--- config.mk ---
export PLATFORM = sky130hd
export DESIGN_NAME = bc_feature_loader
export DESIGN_NICKNAME = d
export VERILOG_FILES = /design/src/rtl/bc_feature_loader.sv
export SDC_FILE = /design/constraint.sdc
export NUM_CORES = 1
export LEC_CHECK = 0
export ABC_AREA = 1
export CORE_MARGIN = 5
export CORE_UTILIZATION = 46
export CTS_BUF_LIST = sky130_fd_sc_hd__clkbuf_4 sky130_fd_sc_hd__clkbuf_8
export DETAILED_ROUTE_END_ITERATION = 8
export PLACE_DENSITY = 0.7
export SYNTH_ARGS = -nofsm -noshare
export SYNTH_HDL_FRONTEND = slang
export SYNTH_SLANG_ARGS = --single-unit
--- constraint.sdc ---
create_clock -name clk -period 3.2 [get_ports clk]
set_input_delay 0.64 -clock clk [delete_from_list [all_inputs] [get_ports clk]]
set_output_delay 0.64 -clock clk [all_outputs]
set_load 0.005 [all_outputs]
--- src/rtl/bc_feature_loader.sv ---
// Raw-feature front-end for the 7-feature ternary classifier: quantise, collect, hold.
// Optional `BC_FEATLOAD_STATS_EN adds stat_samples / stat_drops counters.
module bc_feature_loader #(
    parameter logic [7:0] T1 = 8'd64,
    parameter logic [7:0] T2 = 8'd128,
    parameter logic [7:0] T3 = 8'd192
) (
    input  logic        clk,
    input  logic        rst_n,
    input  logic        in_valid,
    output logic        in_ready,
    input  logic [7:0]  in_data,
    input  logic        in_last,
    output logic        out_valid,
    input  logic        out_ready,
    output logic [13:0] out_feat,
    output logic        frame_err
`ifdef BC_FEATLOAD_STATS_EN
    ,
    output logic [15:0] stat_samples,
    output logic [15:0] stat_drops
`endif
);

    localparam logic [1:0] ST_COLLECT = 2'd0;
    localparam logic [1:0] ST_FULL    = 2'd1;
    localparam logic [1:0] ST_DISCARD = 2'd2;

    logic [1:0]  state_q, state_d;
    logic [2:0]  idx_q, idx_d;
    logic [13:0] coll_q, coll_d;
    logic [13:0] hold_q, hold_d;
    logic        out_valid_q, out_valid_d;
    logic        frame_err_q, frame_err_d;
    logic        rdy_q;

    logic [1:0]  code;
    logic        beat_acc;
    logic        drain;
    logic        copy;
    logic [13:0] copy_vec;

    always_comb begin
        if (in_data >= T3)      code = 2'd3;
        else if (in_data >= T2) code = 2'd2;
        else if (in_data >= T1) code = 2'd1;
        else                    code = 2'd0;
    end

    assign in_ready = rdy_q && (state_q != ST_FULL);
    assign beat_acc = in_valid && in_ready;
    assign drain    = out_valid_q && out_ready;

    always_comb begin
        // NOTE: every signal gets a default first so no path leaves it unassigned (no latches).
        state_d     = state_q;
        idx_d       = idx_q;
        coll_d      = coll_q;
        frame_err_d = 1'b0;
        copy        = 1'b0;
        copy_vec    = coll_q;

        case (state_q)
            ST_COLLECT: begin
                if (beat_acc) begin
                    coll_d[{idx_q, 1'b0} +: 2] = code;
                    if (idx_q == 3'd6) begin
                        if (in_last) begin
                            // The final code bypasses the collection so a free holding slot takes it now.
                            if (!out_valid_q || out_ready) begin
                                copy     = 1'b1;
                                copy_vec = {code, coll_q[11:0]};
                                idx_d    = 3'd0;
                            end else begin
                                state_d = ST_FULL;
                            end
                        end else begin
                            frame_err_d = 1'b1;
                            idx_d       = 3'd0;
                            state_d     = ST_DISCARD;
                        end
                    end else if (in_last) begin
                        frame_err_d = 1'b1;
                        idx_d       = 3'd0;
                    end else begin
                        idx_d = idx_q + 3'd1;
                    end
                end
            end
            ST_FULL: begin
                if (drain) begin
                    copy     = 1'b1;
                    copy_vec = coll_q;
                    idx_d    = 3'd0;
                    state_d  = ST_COLLECT;
                end
            end
            ST_DISCARD: begin
                if (beat_acc && in_last) begin
                    idx_d   = 3'd0;
                    state_d = ST_COLLECT;
                end
            end
            default: begin
                idx_d   = 3'd0;
                state_d = ST_COLLECT;
            end
        endcase
    end

    always_comb begin
        hold_d      = hold_q;
        out_valid_d = out_valid_q;
        if (copy) begin
            hold_d      = copy_vec;
            out_valid_d = 1'b1;
        end else if (drain) begin
            out_valid_d = 1'b0;
        end
    end

    // NOTE: sequential state uses non-blocking assignments so all flops sample the same pre-edge values.
    always_ff @(posedge clk or negedge rst_n) begin
        if (!rst_n) begin
            state_q     <= ST_COLLECT;
            idx_q       <= 3'd0;
            coll_q      <= 14'd0;
            hold_q      <= 14'd0;
            out_valid_q <= 1'b0;
            frame_err_q <= 1'b0;
            rdy_q       <= 1'b0;
        end else begin
            state_q     <= state_d;
            idx_q       <= idx_d;
            coll_q      <= coll_d;
            hold_q      <= hold_d;
            out_valid_q <= out_valid_d;
            frame_err_q <= frame_err_d;
            rdy_q       <= 1'b1;
        end
    end

    assign out_valid = out_valid_q;
    assign out_feat  = hold_q;
    assign frame_err = frame_err_q;

`ifdef BC_FEATLOAD_STATS_EN
    logic [15:0] stat_samples_q, stat_samples_d;
    logic [15:0] stat_drops_q, stat_drops_d;

    always_comb begin
        stat_samples_d = stat_samples_q + {15'd0, copy};
        stat_drops_d   = stat_drops_q + {15'd0, frame_err_d};
    end

    always_ff @(posedge clk or negedge rst_n) begin
        if (!rst_n) begin
            stat_samples_q <= 16'd0;
            stat_drops_q   <= 16'd0;
        end else begin
            stat_samples_q <= stat_samples_d;
            stat_drops_q   <= stat_drops_d;
        end
    end

    assign stat_samples = stat_samples_q;
    assign stat_drops   = stat_drops_q;
`endif

endmodule

# Yosys cells after proc, flatten, opt, wreduce, memory -nomap -nowiden
# Cells that the tools add are included.
# word_totals
reg_bits	36
inputBits	13
output_inout_bits	17
word_cells	72
# classes
addsub	2
n_lt_le_gt_ge	3
n_eq_ne	10
shift	2
mux	37
n_reduce_logical	11
# op_table
cell	n
$mux W14	5
$mux W3	7
$ge A8 B8 Y1 const B	2
$mux W2	8
$bwmux W14	1
$shift A2 B6 Y14 const A	1
$shiftx A2 B6 Y14	1
$mux W1	13
$pmux W3 S3	1
$ge A8 B7 Y1 const B	1
$ne A2 B2 Y1 const B	4
$neg A4 Y6	1
$pmux W2 S3	1
$reduce_and A5 Y1	1
$logic_and A1 B1 Y1	4
$ne A4 B4 Y1 const B	1
$reduce_and A4 Y1	1
$add A3 B1 Y3 const B	1
$eq A3 B3 Y1 const B	1
$ne A3 B3 Y1 const B	1
$eq A2 B1 Y1 const B	1
$eq A2 B2 Y1 const B	1
$logic_not A2 Y1	1
$ne A2 B1 Y1 const B	1
5 further kinds	5

# Depth between registers and ports, before layout
# Gate-level depths: netlist of run 1.
# depth
depth_word	9
mapped_depth	10
depth_no_buf	9

# Worst setup path after synthesis of run 1
# Ideal clock, no wire load.
# synth_timing
path_kind	register to register
startpoint	register idx_q[0]
endpoint	register coll_q[8]
setup_ns	0.116
arrival_ns	1.785
required_ns	3.084
setup_slack_ns	1.299
path_stages_with_launch	10
n_path_buf	1
period_less_slack_ns	1.901
path_cell_list	dfrtp_1 > inv_1 > ha_1 > ha_1 > clkbuf_1 > nand2_1 > nor3b_2 > nand2_1 > nand2_1 > nand2_1
# synth_between
elab_chain_len	3
word_cells_on_any_way	4
cone_classes	1 x add/sub; 2 x shift; 1 x mux
# synth_lines
element	line	rtl
from (decl)	30	logic [2:0] idx_q, idx_d;
from (signal assigned)	134	idx_q <= idx_d;
$neg A4 Y6 *	66	coll_d[{idx_q, 1'b0} +: 2] = code;
$shiftx A2 B6 Y14 or $shift A2 B6 Y14 (tied branches)	66	
$bwmux W14 *	66	
to (signal assigned)	135	coll_q <= coll_d;
to (decl)	31	logic [13:0] coll_q, coll_d;
# Mark *: on every way between the ends. The rest lies on a longest branch, timed or not.
# A chain may end at the register's enable or synchronous reset.

# Worst setup path in the final report of run 1
# layout_timing
startpoint	register state_q[0]
endpoint	output in_ready
# layout_between
elab_chain_len	2
# layout_lines
element	line	rtl
from (decl)	29	logic [1:0] state_q, state_d;
from (signal assigned)	133	state_q <= state_d;
$ne A2 B1 Y1	50	assign in_ready = rdy_q && (state_q != ST_FULL);
$logic_and A1 B1 Y1	50	
to (decl)	11	output logic in_ready,
# No other way between the ends.

==> results of run 1 <==
-- layout make-up --
cell class	count	area (sq um)	area share
sequential	36	901	0.401
multi-input combinational	170	853	0.380
timing repair buffer	24	238	0.106
inverter	27	101	0.0451
clock buffer	6	82.6	0.0367
tap	50	62.6	0.0278
clock inverter	2	10.0	0.00445
-- layout by cell type (no fill, tap or decap), types with 3 or more instances in the layout --
| cell type | count |
|---|---|
| dfrtp_1 | 36 |
| nor2_1 | 19 |
| nand3_1 | 37 |
| nand4_1 | 3 |
| nor3_1 | 4 |
| inv_1 | 25 |
| or2_2 | 4 |
| ha_1 | 8 |
| clkdlybuf4s50_1 | 23 |
| o21ai_0 | 8 |
| clkbuf_8 | 6 |
| nand2_1 | 74 |
-- power by group through the flow --
| stage | combinational [uW] | sequential [uW] | clock, uW |
|---|---|---|---|
| after floorplan | 331 | 572 | 0 |
| after global placement | 427 | 581 | 0 |
| after detailed placement | 441 | 585 | 0 |
| after CTS | 443 | 576 | 337 |
| after global routing | 512 | 586 | 359 |
| final | 440 | 576 | 330 |
-- metrics by stage --
stage | setup WS (ns) | hold slack [ns] | instance area [sq um] | total power, uW
3_3_place_gp | 0.936 | 0.456 | 2160 | 1010
5_1_grt | 0.904 | 0.493 | 2250 | 1460
6_report | 1.06 | 0.473 | 2250 | 1350
4_1_cts | 1.04 | 0.479 | 2250 | 1360
3_5_place_dp | 0.915 | 0.461 | 2160 | 1030
2_1_floorplan | 1.30 | 0.344 | 1880 | 902
-- layer usage --
| metal | GRT usage | vias up | part of all wire |
|---|---|---|---|
| met1 | 0.191 | 711 | 0.48 |
| met3 | 0.0365 | 2 | 0.040 |
| li1 | - | 803 | - |
| met2 | 0.263 | 22 | 0.47 |
| met4 | 0.0785 | 0 | 0.011 |
| met5 | 0 | - | 0 |
-- flip-flops by register name, summed over array words and instances, names as in the netlist --
name and count:
coll_q 14, frame_err 1, idx_q 3, out_feat 14, out_valid 1, rdy_q 1
state_q 2
-- worst register-to-register path, delay by kind of cell, from the launching register on --
family | cells | cell delay (ns)
DFF | 1 | 0.54
buffers and inverters | 1 | 0.17
and+or+nand+nor | 5 | 0.60
adders and majority gates | 2 | 0.67
-- logic make-up after synthesis --
| group | synth area share |
|---|---|
| simple gates | 0.377 |
| flops | 0.479 |
| buf+inv | 0.0672 |
| compound gates | 0.0213 |
| fa+ha+maj | 0.0532 |
| other cells | 0.00199 |
-- worst max-delay path by stage --
stage,from,to,slack [ns],cells after the start
final,state_q[0]$_DFFE_PN0P_,in_ready,1.06,4
after CTS,state_q[0]$_DFFE_PN0P_,in_ready,1.04,4
after detailed placement,out_ready,out_valid$_DFFE_PN0P_,0.92,6
after floorplan,idx_q[0]$_DFFE_PN0P_,coll_q[8]$_DFFE_PN0P_,1.30,9
after global placement,out_ready,out_valid$_DFFE_PN0P_,0.94,6
after global routing,idx_q[0]$_DFFE_PN0P_,coll_q[8]$_DFFE_PN0P_,0.90,8
==> out/results.md, run 1 <==
## Outcome
• finished clean — result of the run

## Power and ir drop
• 0.327 — Comb power frac
• 494 uW — net switching component of the power
• 0.367 — net switching fraction of the power
• 0.428 — sequential share of power
• 0.245 — Clock Power Share
• 0.00118 uW — static leakage
• 852 uW — internal portion of total power
• 0.299 mV — worst supply voltage drop on vdd
• 599 nW/um^2 — Power Density

## Clock tree
• 0.29 ns — insertion delay of the later-clocked pin in the worst-skew pair
• 0 — buffers inserted by post-CTS timing repair
• 0 — count of hold buffers inserted by post-cts repair
• 0.07 ns — clock-pin transition on the worst setup and hold timing paths
• 36 — CTS Sinks
• 2 — buffer levels on the longest clock path
• 0 — post-CTS sizing
• clkbuf_8 — root buffer cell
• 5 — number of buffers created by CTS
• built — TritonCTS clock tree
• 2 — number of H-tree levels

## Placed design
• 307 — Cell Count Post-Placement
• 23 — port buffer count
• 2690 um — detailed-placement wirelength estimate
• 0.833 — gp weighted congestion

## Critical path
• 2 — CP bufs+invs
• 0.46 ns — slowest stage delay, CP
• 5 — maximum net fanout on the critical path
• output pin — sort of element at the end of the critical path
• 1.50 ns — CP Data Arrival Time
• inv_2 > nor2_1 > nor2_1 > clkdlybuf4s50_1 — Critical Path, Cell by Cell
• 8 — number of cell instances on the worst register-to-register path
• flip-flop — kind of start point of the critical path
• buffers and inverters — cell family with the largest share of critical-path delay
• dfrtp_1 — critical path's slowest cell
• idx_q[0]$_DFFE_PN0P_ — R2R Path Start
• reg2out — critical path start-end classification
• 1.12 ns — R2R Setup Slk
• coll_q[8]$_DFFE_PN0P_ — worst flop-to-flop path endpoint
• nor2_1 — critical path's most frequent cell
• 2.56 ns — Data required, critical path

## Layout
• 0.0943 — layout cell share with drive strength beyond 1
• 380 — final-layout fill cell count
• 285 — Final nets
• 19.6% — P&R area growth vs syn
• 0 — diodes inserted
• 0.566 — fin util
• 315 — number of cells in the finished layout apart from fillers

## Yosys
• nand2_1 — count leader, synth
• 0.479 — Yosys top cell area share
• 237 — count of mapped cells out of synthesis
• 258 — Post-Synthesis Net Count
• 22 — number of distinct standard cells referenced by the synthesized netlist
• 1.00 — fraction of registers with async set/reset
• 7.93 sq um — Mean Syn Cell Area
• dfrtp_1 48%, nand2_1 15%, nand3_1 9.8% — top area cells in the synthesized netlist
• 1880 sq um — cell area after synthesis
• dfrtp_1 — leading register cell type out of synthesis
• 0 — Synthesis Warnings
• dfrtp_1 — largest area contributor in the synthesized netlist
• 74 x nand2_1, 37 x nand3_1, 36 x dfrtp_1, 25 x inv_1, 19 x nor2_1 — most numerous cell types in the synthesized netlist
• 36 — Seq cells post-synth
• 0.479 — post-synthesis sequential area ratio
• 0 — number of flops mapped to enable cells by yosys

## Floorplan
• 30 — Top Ports
• 73.9 um — Die W
• 3970 sq um — placeable core region
• 73.9 um — height of the chip
• 0.474 — Initial Utilization
• 5470 sq um — overall die area
• 23 — placement row count

## Timing
• 0 ns — final-layout setup total negative slack
• false — unrepaired setup endpoints after global routing
• 0.670 — share of the cycle needed by the critical path after routing
• 0 — Setup Viol. Count Final
• 2.14 ns — shortest period the worst path allows
• 0.00460 ns — clock skew
• 0 — final max-slew violation count
• 0.466 GHz — maximum operating frequency
• 0 — number of hold violations in the final report

## Worst hold path
• coll_q[2]$_DFFE_PN0P_ — Endpoint, Worst Hold
• coll_q[2]$_DFFE_PN0P_ — Hold Crit Start
• 2 — Cells on Worst Hold Path
• reg2reg — type of the tightest min-delay check

## Detailed routing
• 0 — Post-route DRC
• 0 — count of antenna-violating nets left after detailed routing
• 1,538 — overall via count from detail_route
• 84 — First DRT Iteration DRCs
• 4.88 — number of vias per cell after detailed routing
• 4 — count of TritonRoute iterations in the first routing pass
• 3680 um — Routed WL
• 11.7 um — routed length per placed instance

## GRT
• 0 — gr ovfl total
• 0.158 — overall global routing resource usage
• 6610 um — global-route wire length before repair
• 37 — maximum number of pins on one net before global-route repair
• 1,489 — vias in the first global route
• 0 — antenna violations before repair

## Flow run
• 0 — number of max-cap violations

Note: power is estimated with default switching activity, not from simulation.
==> inputs of run 2 (changes only) <==
--- a/config.mk
+++ b/config.mk
@@ -10,7 +10,7 @@
 export CORE_UTILIZATION = 46
 export CTS_BUF_LIST = sky130_fd_sc_hd__clkbuf_4 sky130_fd_sc_hd__clkbuf_8
 export DETAILED_ROUTE_END_ITERATION = 8
-export PLACE_DENSITY = 0.7
+export PLACE_DENSITY = 0.73
 export SYNTH_ARGS = -nofsm -noshare
 export SYNTH_HDL_FRONTEND = slang
 export SYNTH_SLANG_ARGS = --single-unit
==> constraint.sdc (replaced) <==
create_clock -name clk -period 1.75 [get_ports clk]
set_input_delay 0.35 -clock clk [delete_from_list [all_inputs] [get_ports clk]]
set_output_delay 0.35 -clock clk [all_outputs]
set_load 0.005 [all_outputs]
==> run 2 against run 1 <==
Setup slack got worse by 0.91 ns. Count of clock-buffer cells in the layout decreased by 1. Sequential cell count unchanged. Sequential power increased by 77%. Critical endpoint is now coll_q[1]$_DFFE_PN0P_. Highest routed layer unchanged. Clock skew about the same. Global-route usage increased by 0.40 points. Via count increased by 5.6%. Design area increased by 6.7%. Die area unchanged. Sequential share of layout area decreased by 2.4 points. Largest power group is now combinational cells.
==> out/results.md, run 2 (synthesis results as in run 1) <==
## Outcome
• finished clean — result of the run

## Clock tree
• 0 — count of hold buffers inserted by post-cts repair, unchanged
• 0.28 ns — insertion delay of the later-clocked pin in the worst-skew pair, about the same
• 5 — number of buffers created by CTS, unchanged
• clkbuf_8 — root buffer cell
• 36 — CTS Sinks, unchanged
• 0.07 ns — clock-pin transition on the worst setup and hold timing paths, about the same
• 2 — number of H-tree levels, unchanged
• 2 — buffer levels on the longest clock path, unchanged
• built — TritonCTS clock tree

## Layout
• 373 — final-layout fill cell count, -1.8%
• 27.6% — P&R area growth vs syn
• 299 — Final nets, +4.9%
• 875 sq um — area of the multi-input gates, +2.5%
• nand2_1 — commonest non-fill, non-tap cell in the layout
• 903 sq um — Sequential Area, +0.28%
• 0.158 — layout cell share with drive strength beyond 1, +0.0634
• 329 — number of cells in the finished layout apart from fillers, +4.4%
• 0.604 — fin util, +0.0381
• 74 x nand2_1, 37 x nand3_1, 34 x dfrtp_1 — leading cell types in the layout, fill and taps excluded
• 0 — diodes inserted, unchanged
• 2400 sq um — Final Cell Area, +6.7%

## Flow run
• 0 — number of max-cap violations, unchanged

## Power and ir drop
• 0.371 — net switching fraction of the power, +0.00391
• 0.391 — Comb power frac, +0.064
• 973 uW — net switching component of the power, +97%
• 0.219 — Clock Power Share, -0.026
• 1090 nW/um^2 — Power Density, +83%
• 0.00127 uW — static leakage, +7.4%
• 1650 uW — internal portion of total power, +94%
• 0.390 — sequential share of power, -0.038
• 0.604 mV — worst supply voltage drop on vdd, +100%

## Critical path
• idx_q[0]$_DFFE_PN0P_ — origin of the worst setup path
• reg2reg — critical path start-end classification
• coll_q[1]$_DFFE_PN0P_ — worst flop-to-flop path endpoint
• 1.92 ns — Data required, critical path, -0.64 ns
• flip-flop — sort of element at the end of the critical path
• 5 — maximum net fanout on the critical path, unchanged
• coll_q[1]$_DFFE_PN0P_ — Worst setup endpoint
• flip-flop — kind of start point of the critical path
• 8 — number of cell instances on the worst register-to-register path, unchanged
• 1.77 ns — CP Data Arrival Time, +0.27 ns
• idx_q[0]$_DFFE_PN0P_ — R2R Path Start
• 0.14 ns — R2R Setup Slk, -0.98 ns

## Timing
• 0.473 ns — worst-case hold slack, -0.000242 ns
• 0.00498 ns — clock skew, +0.000380 ns
• 0 — number of hold violations in the final report, unchanged
• 0.623 GHz — maximum operating frequency
• false — unrepaired setup endpoints after global routing
• 1.61 ns — shortest period the worst path allows
• 0 ns — final-layout setup total negative slack, unchanged
• 0 — Setup Viol. Count Final, unchanged
• 0.917 — share of the cycle needed by the critical path after routing
• 0 — final max-slew violation count, unchanged

## Detailed routing
• 1,624 — overall via count from detail_route, +5.6%
• 105 — First DRT Iteration DRCs, +25%
• 11.5 um — routed length per placed instance, -1.4%
• 3790 um — Routed WL, +3.0%
• 0 — count of antenna-violating nets left after detailed routing, unchanged
• 0 — Post-route DRC, unchanged
• 4 — count of TritonRoute iterations in the first routing pass, unchanged
• 4.94 — number of vias per cell after detailed routing, +1.1%

## Floorplan
• 73.9 um — height of the chip, unchanged
• 0.474 — Initial Utilization, unchanged
• 5470 sq um — overall die area, unchanged
• 23 — placement row count, unchanged
• 73.9 um — Die W, unchanged
• 30 — Top Ports, unchanged
• 3970 sq um — placeable core region, unchanged

## Placed design
• 320 — Cell Count Post-Placement, +4.2%
• 2870 um — detailed-placement wirelength estimate, +6.5%
• 0.828 — gp weighted congestion, -0.61%
• 23 — port buffer count, unchanged
• 2280 sq um — Post-DP Area, +5.7%

## GRT
• 0 — antenna violations before repair, unchanged
• 0 — gr ovfl total, unchanged
• 6840 um — global-route wire length before repair, +3.5%
• 1,545 — vias in the first global route, +3.8%
• 37 — maximum number of pins on one net before global-route repair, unchanged
• 0.162 — overall global routing resource usage, +0.00398

## Worst hold path
• in2async — type of the tightest min-delay check

==> run 2: worst max-delay path: stages (launching register included) <==
cell and delay, ns:
dfrtp_2 0.40, inv_1 0.10, ha_2 0.30, inv_2 0.10, nand3_1 0.08, nor3_1 0.22
nand2_1 0.14, nand2_1 0.08, o21ai_0 0.07
==> run 2: cell type report <==
type | instances | share of cell area
Clock buffer | 5 | 0.0287
Clock inverter | 3 | 0.00782
Inverter | 27 | 0.0422
Multi-Input combinational cell | 170 | 0.364
Sequential cell | 36 | 0.376
Tap cell | 50 | 0.0261
Timing Repair Buffer | 38 | 0.154
==> run 2: worst min path at each step <==
| stage | endpoint | startpoint | slack (ns) |
|---|---|---|---|
| detailed placement | coll_q[2]$_DFFE_PN0P_ | coll_q[2]$_DFFE_PN0P_ | 0.46 |
| global route | coll_q[2]$_DFFE_PN0P_ | coll_q[2]$_DFFE_PN0P_ | 0.50 |
| finish | idx_q[1]$_DFFE_PN0P_ | rst_n | 0.47 |
| global placement | out_feat[1]$_DFFE_PN0P_ | coll_q[1]$_DFFE_PN0P_ | 0.46 |
| CTS | idx_q[1]$_DFFE_PN0P_ | rst_n | 0.48 |
| floorplan | coll_q[0]$_DFFE_PN0P_ | rst_n | 0.05 |
==> run 2: layer usage <==
metal	global-route usage	up-vias	share of wire
met5	0	-	0
met4	0.0644	0	0.016
met3	0.0338	5	0.039
met2	0.271	33	0.48
met1	0.204	751	0.46
li1	-	835	-
==> run 2: what timing repair did <==
item / CTS / global route
resized for setup: 1 / 5
pin swaps: 0 / 1
setup endpoints to repair: 1 / 12
buffers inserted: 1 / 0
==> run 2: stage by stage <==
stage | setup slack (ns) | total power [uW]
after global routing | 0.00654 | 2840
after CTS | 0.00448 | 2550
after detailed placement | 0.0575 | 1960
final | 0.145 | 2630
after floorplan | 0.00519 | 1660
after global placement | 0.0801 | 1940
==> run 2: power groups by stage <==
stage                     Sequential (uW)  Clock (uW)  Combinational, uW
after floorplan                      1050           0                611
after global placement               1040           0                900
after detailed placement             1040           0                921
after CTS                            1020         596                933
after global routing                 1040         638               1160
final                                1020         575               1030
